--- src/rtl/fft_out_reorder.sv ---
// Reorders the FFT core's bit-reversed, interleaved re/im word stream into
// natural bin order through a two-bank ping-pong buffer with a valid/ready output.
module fft_out_reorder #(
    parameter int DW   = 17,
    parameter int LOGN = 5
) (
    input  logic            clk,
    input  logic            rst_n,
    input  logic            valid_i,
    input  logic [DW-1:0]   data_i,
    input  logic            ready_i,
    output logic            valid_o,
    output logic [DW-1:0]   re_o,
    output logic [DW-1:0]   im_o,
    output logic [LOGN-1:0] bin_o,
    output logic            last_o,
    output logic            overflow_o
);

    localparam int N = 1 << LOGN;

    localparam logic [1:0] BK_FREE  = 2'd0;
    localparam logic [1:0] BK_FILL  = 2'd1;
    localparam logic [1:0] BK_FULL  = 2'd2;
    localparam logic [1:0] BK_DRAIN = 2'd3;

    localparam logic [0:0] RD_IDLE  = 1'b0;
    localparam logic [0:0] RD_DRAIN = 1'b1;

    function automatic logic [LOGN-1:0] bitrev(input logic [LOGN-1:0] v);
        logic [LOGN-1:0] r;
        r = {LOGN{1'b0}};
        for (int i = 0; i < LOGN; i++) begin
            r[i] = v[LOGN-1-i];
        end
        return r;
    endfunction

    // Write and read sides only ever move a bank out of states the other side never touches.
    function automatic logic [1:0] bank_next(input logic [1:0] cur,
                                             input logic       start,
                                             input logic       done,
                                             input logic       claim,
                                             input logic       rel);
        logic [1:0] nxt;
        if (done) begin
            nxt = BK_FULL;
        end else if (start) begin
            nxt = BK_FILL;
        end else if (claim) begin
            nxt = BK_DRAIN;
        end else if (rel) begin
            nxt = BK_FREE;
        end else begin
            nxt = cur;
        end
        return nxt;
    endfunction

    logic [LOGN:0]   wc_q, wc_d;
    logic            wbank_q, wbank_d;
    logic            rbank_q, rbank_d;
    logic            drop_q, drop_d;
    logic            ovf_q, ovf_d;
    logic [1:0]      bank0_q, bank0_d;
    logic [1:0]      bank1_q, bank1_d;
    logic [0:0]      rd_st_q, rd_st_d;
    logic [LOGN:0]   ra_q, ra_d;

    logic            valid_q;
    logic [DW-1:0]   re_q, im_q;
    logic [LOGN-1:0] bin_q;
    logic            last_q;

    logic [DW-1:0]   mem_re [0:2*N-1];
    logic [DW-1:0]   mem_im [0:2*N-1];

    logic            wr_en_s, wr_start_s, wr_done_s;
    logic            load_s, xfer_s, claim_s, claim_bank_s, rel_s;
    logic [1:0]      wbank_st_s, rbank_st_s, obank_st_s;
    logic [LOGN:0]   waddr_s, raddr_s;

    assign wbank_st_s = wbank_q ? bank1_q : bank0_q;
    assign rbank_st_s = rbank_q ? bank1_q : bank0_q;
    assign obank_st_s = rbank_q ? bank0_q : bank1_q;
    assign waddr_s    = {wbank_q, bitrev(wc_q[LOGN:1])};
    assign raddr_s    = {rbank_q, ra_q[LOGN-1:0]};
    assign xfer_s     = valid_q & ready_i;

    // Input framing: word counter, frame admit/drop decision and fill completion.
    always_comb begin
        wc_d       = wc_q;
        drop_d     = drop_q;
        ovf_d      = ovf_q;
        wbank_d    = wbank_q;
        wr_en_s    = 1'b0;
        wr_start_s = 1'b0;
        wr_done_s  = 1'b0;
        if (valid_i) begin
            wc_d = wc_q + {{LOGN{1'b0}}, 1'b1};
            if (wc_q == {(LOGN+1){1'b0}}) begin
                if (wbank_st_s == BK_FREE) begin
                    wr_en_s    = 1'b1;
                    wr_start_s = 1'b1;
                    drop_d     = 1'b0;
                end else begin
                    drop_d = 1'b1;
                    ovf_d  = 1'b1;
                end
            end else if (!drop_q) begin
                wr_en_s   = 1'b1;
                wr_done_s = (wc_q == {(LOGN+1){1'b1}});
            end else begin
                wr_en_s = 1'b0;
            end
            if (wr_done_s) begin
                wbank_d = ~wbank_q;
            end else begin
                wbank_d = wbank_q;
            end
        end else begin
            wc_d = wc_q;
        end
    end

    // Read FSM: claims a full bank, streams it out in address order, releases it after bin N-1.
    always_comb begin
        rd_st_d      = rd_st_q;
        ra_d         = ra_q;
        rbank_d      = rbank_q;
        load_s       = 1'b0;
        claim_s      = 1'b0;
        claim_bank_s = rbank_q;
        rel_s        = 1'b0;
        case (rd_st_q)
            RD_IDLE: begin
                if (rbank_st_s == BK_FULL) begin
                    rd_st_d      = RD_DRAIN;
                    ra_d         = {(LOGN+1){1'b0}};
                    claim_s      = 1'b1;
                    claim_bank_s = rbank_q;
                end else begin
                    rd_st_d = RD_IDLE;
                end
            end
            RD_DRAIN: begin
                if (!ra_q[LOGN] && (!valid_q || ready_i)) begin
                    load_s = 1'b1;
                    ra_d   = ra_q + {{LOGN{1'b0}}, 1'b1};
                end else begin
                    ra_d = ra_q;
                end
                if (xfer_s && last_q) begin
                    rel_s   = 1'b1;
                    rbank_d = ~rbank_q;
                    if (obank_st_s == BK_FULL) begin
                        rd_st_d      = RD_DRAIN;
                        ra_d         = {(LOGN+1){1'b0}};
                        claim_s      = 1'b1;
                        claim_bank_s = ~rbank_q;
                    end else begin
                        rd_st_d = RD_IDLE;
                    end
                end else begin
                    rd_st_d = RD_DRAIN;
                end
            end
            default: begin
                rd_st_d = RD_IDLE;
            end
        endcase
    end

    // Per-bank ownership state.
    always_comb begin
        bank0_d = bank_next(bank0_q, wr_start_s & ~wbank_q, wr_done_s & ~wbank_q,
                            claim_s & ~claim_bank_s, rel_s & ~rbank_q);
        bank1_d = bank_next(bank1_q, wr_start_s & wbank_q, wr_done_s & wbank_q,
                            claim_s & claim_bank_s, rel_s & rbank_q);
    end

    // Control state registers.
    always_ff @(posedge clk or negedge rst_n) begin
        if (!rst_n) begin
            wc_q    <= {(LOGN+1){1'b0}};
            wbank_q <= 1'b0;
            rbank_q <= 1'b0;
            drop_q  <= 1'b0;
            ovf_q   <= 1'b0;
            bank0_q <= BK_FREE;
            bank1_q <= BK_FREE;
            rd_st_q <= RD_IDLE;
            ra_q    <= {(LOGN+1){1'b0}};
        end else begin
            wc_q    <= wc_d;
            wbank_q <= wbank_d;
            rbank_q <= rbank_d;
            drop_q  <= drop_d;
            ovf_q   <= ovf_d;
            bank0_q <= bank0_d;
            bank1_q <= bank1_d;
            rd_st_q <= rd_st_d;
            ra_q    <= ra_d;
        end
    end

    // Output register stage; the buffer read lands directly here.
    always_ff @(posedge clk or negedge rst_n) begin
        if (!rst_n) begin
            valid_q <= 1'b0;
            re_q    <= {DW{1'b0}};
            im_q    <= {DW{1'b0}};
            bin_q   <= {LOGN{1'b0}};
            last_q  <= 1'b0;
        end else if (load_s) begin
            valid_q <= 1'b1;
            re_q    <= mem_re[raddr_s];
            im_q    <= mem_im[raddr_s];
            bin_q   <= ra_q[LOGN-1:0];
            last_q  <= (ra_q[LOGN-1:0] == {LOGN{1'b1}});
        end else if (xfer_s) begin
            valid_q <= 1'b0;
        end else begin
            valid_q <= valid_q;
        end
    end

    // Buffer storage; contents are never reset.
    always_ff @(posedge clk) begin
        if (wr_en_s) begin
            if (wc_q[0]) begin
                mem_im[waddr_s] <= data_i;
            end else begin
                mem_re[waddr_s] <= data_i;
            end
        end
    end

    assign valid_o    = valid_q;
    assign re_o       = re_q;
    assign im_o       = im_q;
    assign bin_o      = bin_q;
    assign last_o     = last_q;
    assign overflow_o = ovf_q;

endmodule

--- config.mk ---
export PLATFORM = sky130hd
export DESIGN_NAME = fft_out_reorder
export DESIGN_NICKNAME = d
export VERILOG_FILES = /design/src/rtl/fft_out_reorder.sv
export SDC_FILE = /design/constraint.sdc
export NUM_CORES = 2
export LEC_CHECK = 0
export ABC_AREA = 1
export CORE_UTILIZATION = 51
export CTS_BUF_LIST = sky130_fd_sc_hd__clkbuf_4 sky130_fd_sc_hd__clkbuf_8
export CTS_CLUSTER_DIAMETER = 50
export DETAILED_ROUTE_END_ITERATION = 10
export PLACE_DENSITY = 0.67
export SYNTH_ARGS = -nofsm -noshare
export SYNTH_HDL_FRONTEND = slang
export SYNTH_SLANG_ARGS = --single-unit
--- constraint.sdc ---
create_clock -name clk -period 5.7 [get_ports clk]
set_input_delay 1.14 -clock clk [delete_from_list [all_inputs] [get_ports clk]]
set_output_delay 1.14 -clock clk [all_outputs]
set_load 0.01 [all_outputs]
==> impl_metrics.ini <==
[worst_setup_path]
cp_num_buf_inv = 0
worstSetupPathType = reg2reg
reg2reg_to = mem_im[43][2]
reg2reg_slack_ps = 1990
rr_worst_depth = 6
crit_chain = nor3_4 > nand3_2 > nor3_2 > a31o_2 > nand2_4 > nor2_2
worstPathRequired_ps = 6350
cp-end-kind = register
worst_path_max_delay_cell = nor2_2
start_kind = register
cp_data_arrival_time_ps = 4360
crit_fanout = 41
crit_family = simple AND/OR/NAND/NOR gates
cp_slowest_stage_delay_ps = 1020
reg2reg_from = wc_q[3]

[clocking]
cts.sinks = 2238
cts.repair.resized = 0
holdBufCountCts = 0
worstSkewPairLatency_ps = 1070
cts_buffers = 363
cts.clk_slew.worst_paths_ps = 70
postCtsSetupRepairBufs = 0
cts_tree = yes
root_buffer = clkbuf_8
cts_htree_levels = 5
cts_buffer_depth = 4

[timing]
rsz0062_at_grt = no
slew_headroom_pct = 13.2
hold_ws_ps = 227
setup_viol = 0
slew_violations = 0
hold_viol_final = 0
final.min_clock_period_ps = 3710
worstMarginPinSlew_ps = 1290
period_share_pct = 65.0
fin_tns_setup_ps = 0
max_freq_mhz = 270
fin_skew_ps = 65.8

[status]
status = complete, no violations

[grt]
grt_max_degree = 203
grt_pass1_vias = 56658
grt_pass1_wl_mm = 373
grt_overflow = 0
grtUsageTotal_pct = 28.6
antenna_found_initial = 3

[min_path]
min_path_type = in2async

[power]
ir_worst_vdd_v = 0.000425
p_per_area_nw_per_um2 = 332
power_leakage_nw = 35.4
power.total_mw = 33.2

[die]
initial_utilization_pct = 51.6
pin_count = 63
rows = 153
die_w_um = 422
die_h_um = 422
dieArea_sq_um = 178000
fp.coreArea_sq_um = 175000

[routing]
postRouteAntennaNets = 0
via_count = 60108
dr.pass1.iters = 8
drt_iter0_drc = 8817
vias_per_cell = 5.87
remaining_drc_errors = 0
avgRoutedWirePerCell_um = 25.2
wl_mm = 258

[logic_synthesis]
synth_area_sq_um = 90000
synthCells = 7550
yosysSeqAreaShare_pct = 74.3
synth-seq-cells = 2238
ys_types = 29
synthFlopType = edfxtp_1
synth_enable_flop_cells = 2176
yosys_warnings = 0
async_reset_ff_share_pct = 2.77
syn_area_per_cell_sq_um = 11.9
syn_nets = 7575

[placement]
gp_routability_congestion = 0.909
placed_area_sq_um = 93100
port-buffer-count = 62
dp_hpwl_mm = 148

[cells_and_area]
finish.utilization_pct = 57.3
final_cell_mix = nand2_1 (2574), edfxtp_1 (2176), nand3_1 (1882)
syn_to_final_growth_pct = 11.2
finalInstanceArea_sq_um = 100000
layout.nets = 7674
drive_gt1_share_pct = 10.4
final_common_cell = nand2_1

[flow_run]
max_cap_violations = 0
[synthesized netlist by cell type, types with 3 or more instances]
master | number | area share, %
a21oi_1 | 86 | 0.48
buf_1 | 72 | 0.30
buf_2 | 279 | 1.6
buf_6 | 13 | 0.16
clkbuf_1 | 124 | 0.52
dfrtp_1 | 62 | 1.7
edfxtp_1 | 2176 | 73
ha_1 | 4 | 0.056
inv_1 | 43 | 0.18
inv_2 | 3 | 0.013
nand2_1 | 2574 | 11
nand3_1 | 1882 | 10
nand4_1 | 14 | 0.097
nor2_1 | 152 | 0.63
nor3_1 | 15 | 0.083
o211ai_1 | 11 | 0.092
o21ai_0 | 16 | 0.089
o22ai_1 | 4 | 0.028
xor2_1 | 7 | 0.068
[registers in the layout, indices dropped and copies added, names as in the netlist]
register    count
last_o          1
im_o           17
mem_re       1088
bank0_q         2
wc_q            6
re_o           17
overflow_o      1
ra_q            6
valid_o         1
rd_st_q         1
drop_q          1
bank1_q         2
mem_im       1088
wbank_q         1
rbank_q         1
bin_o           5
[where the power goes]
part	total, mW	switching, mW	internal [mW]	leakage (nW)
Combinational	1.21	1.04	0.167	11.4
Sequential	18.4	0.0954	18.3	20.3
Clock	13.7	6.23	7.42	3.72
Total	33.2	7.37	25.9	35.4
[cell type report]
class	instances	area [sq um]
Fill cell	14028	74500
Sequential cell	2238	66900
Multi-Input combinational cell	4774	20800
Clock buffer	496	6080
Tap cell	2325	2910
Timing Repair Buffer	224	2230
Clock inverter	134	913
Inverter	48	209
Antenna cell	3	7.51
[logic make-up (layout without fill, tap and decap cells)]
logic type	Yosys count	count (layout)	synth area share, %
buffers and inverters	538	902	2.75
xor gates and xnor gates	7	7	0.0681
other	0	3	0
and+or+nand+nor	4644	4644	22.1
AOI/OAI and AO/OA	119	119	0.706
DFF	2238	2238	74.3
adders and majority gates	4	4	0.0556
[worst max-delay path by stage]
stage                        from       endpoint  slack [ps]  depth (start not counted)
after CTS                 wc_q[3]  mem_im[42][1]        2120                          6
after floorplan           valid_i  mem_im[10][0]        2770                          6
after detailed placement  valid_i  mem_im[42][8]        1410                          6
after global placement    valid_i  mem_im[42][8]        1440                          6
final                     wc_q[3]  mem_im[43][2]        1990                          6
after global routing      wc_q[3]  mem_im[43][1]        1910                          6
[layer usage]
metal | routed length, um | track usage, % | vias to the layer above
li1 | - | - | 26917
met1 | 99400 | 39.4 | 29214
met2 | 120000 | 44.2 | 3473
met3 | 27900 | 6.10 | 504
met4 | 10900 | 12.1 | 0
met5 | 0 | 0 | -
[stage by stage]
stage	cells	setup WS [ps]
floorplan	7550	2770
global placement	9609	1440
detailed placement	9609	1410
CTS	10239	2120
global route	10240	1910
finish	10242	1990
Note: power is estimated with default switching activity, not from simulation.
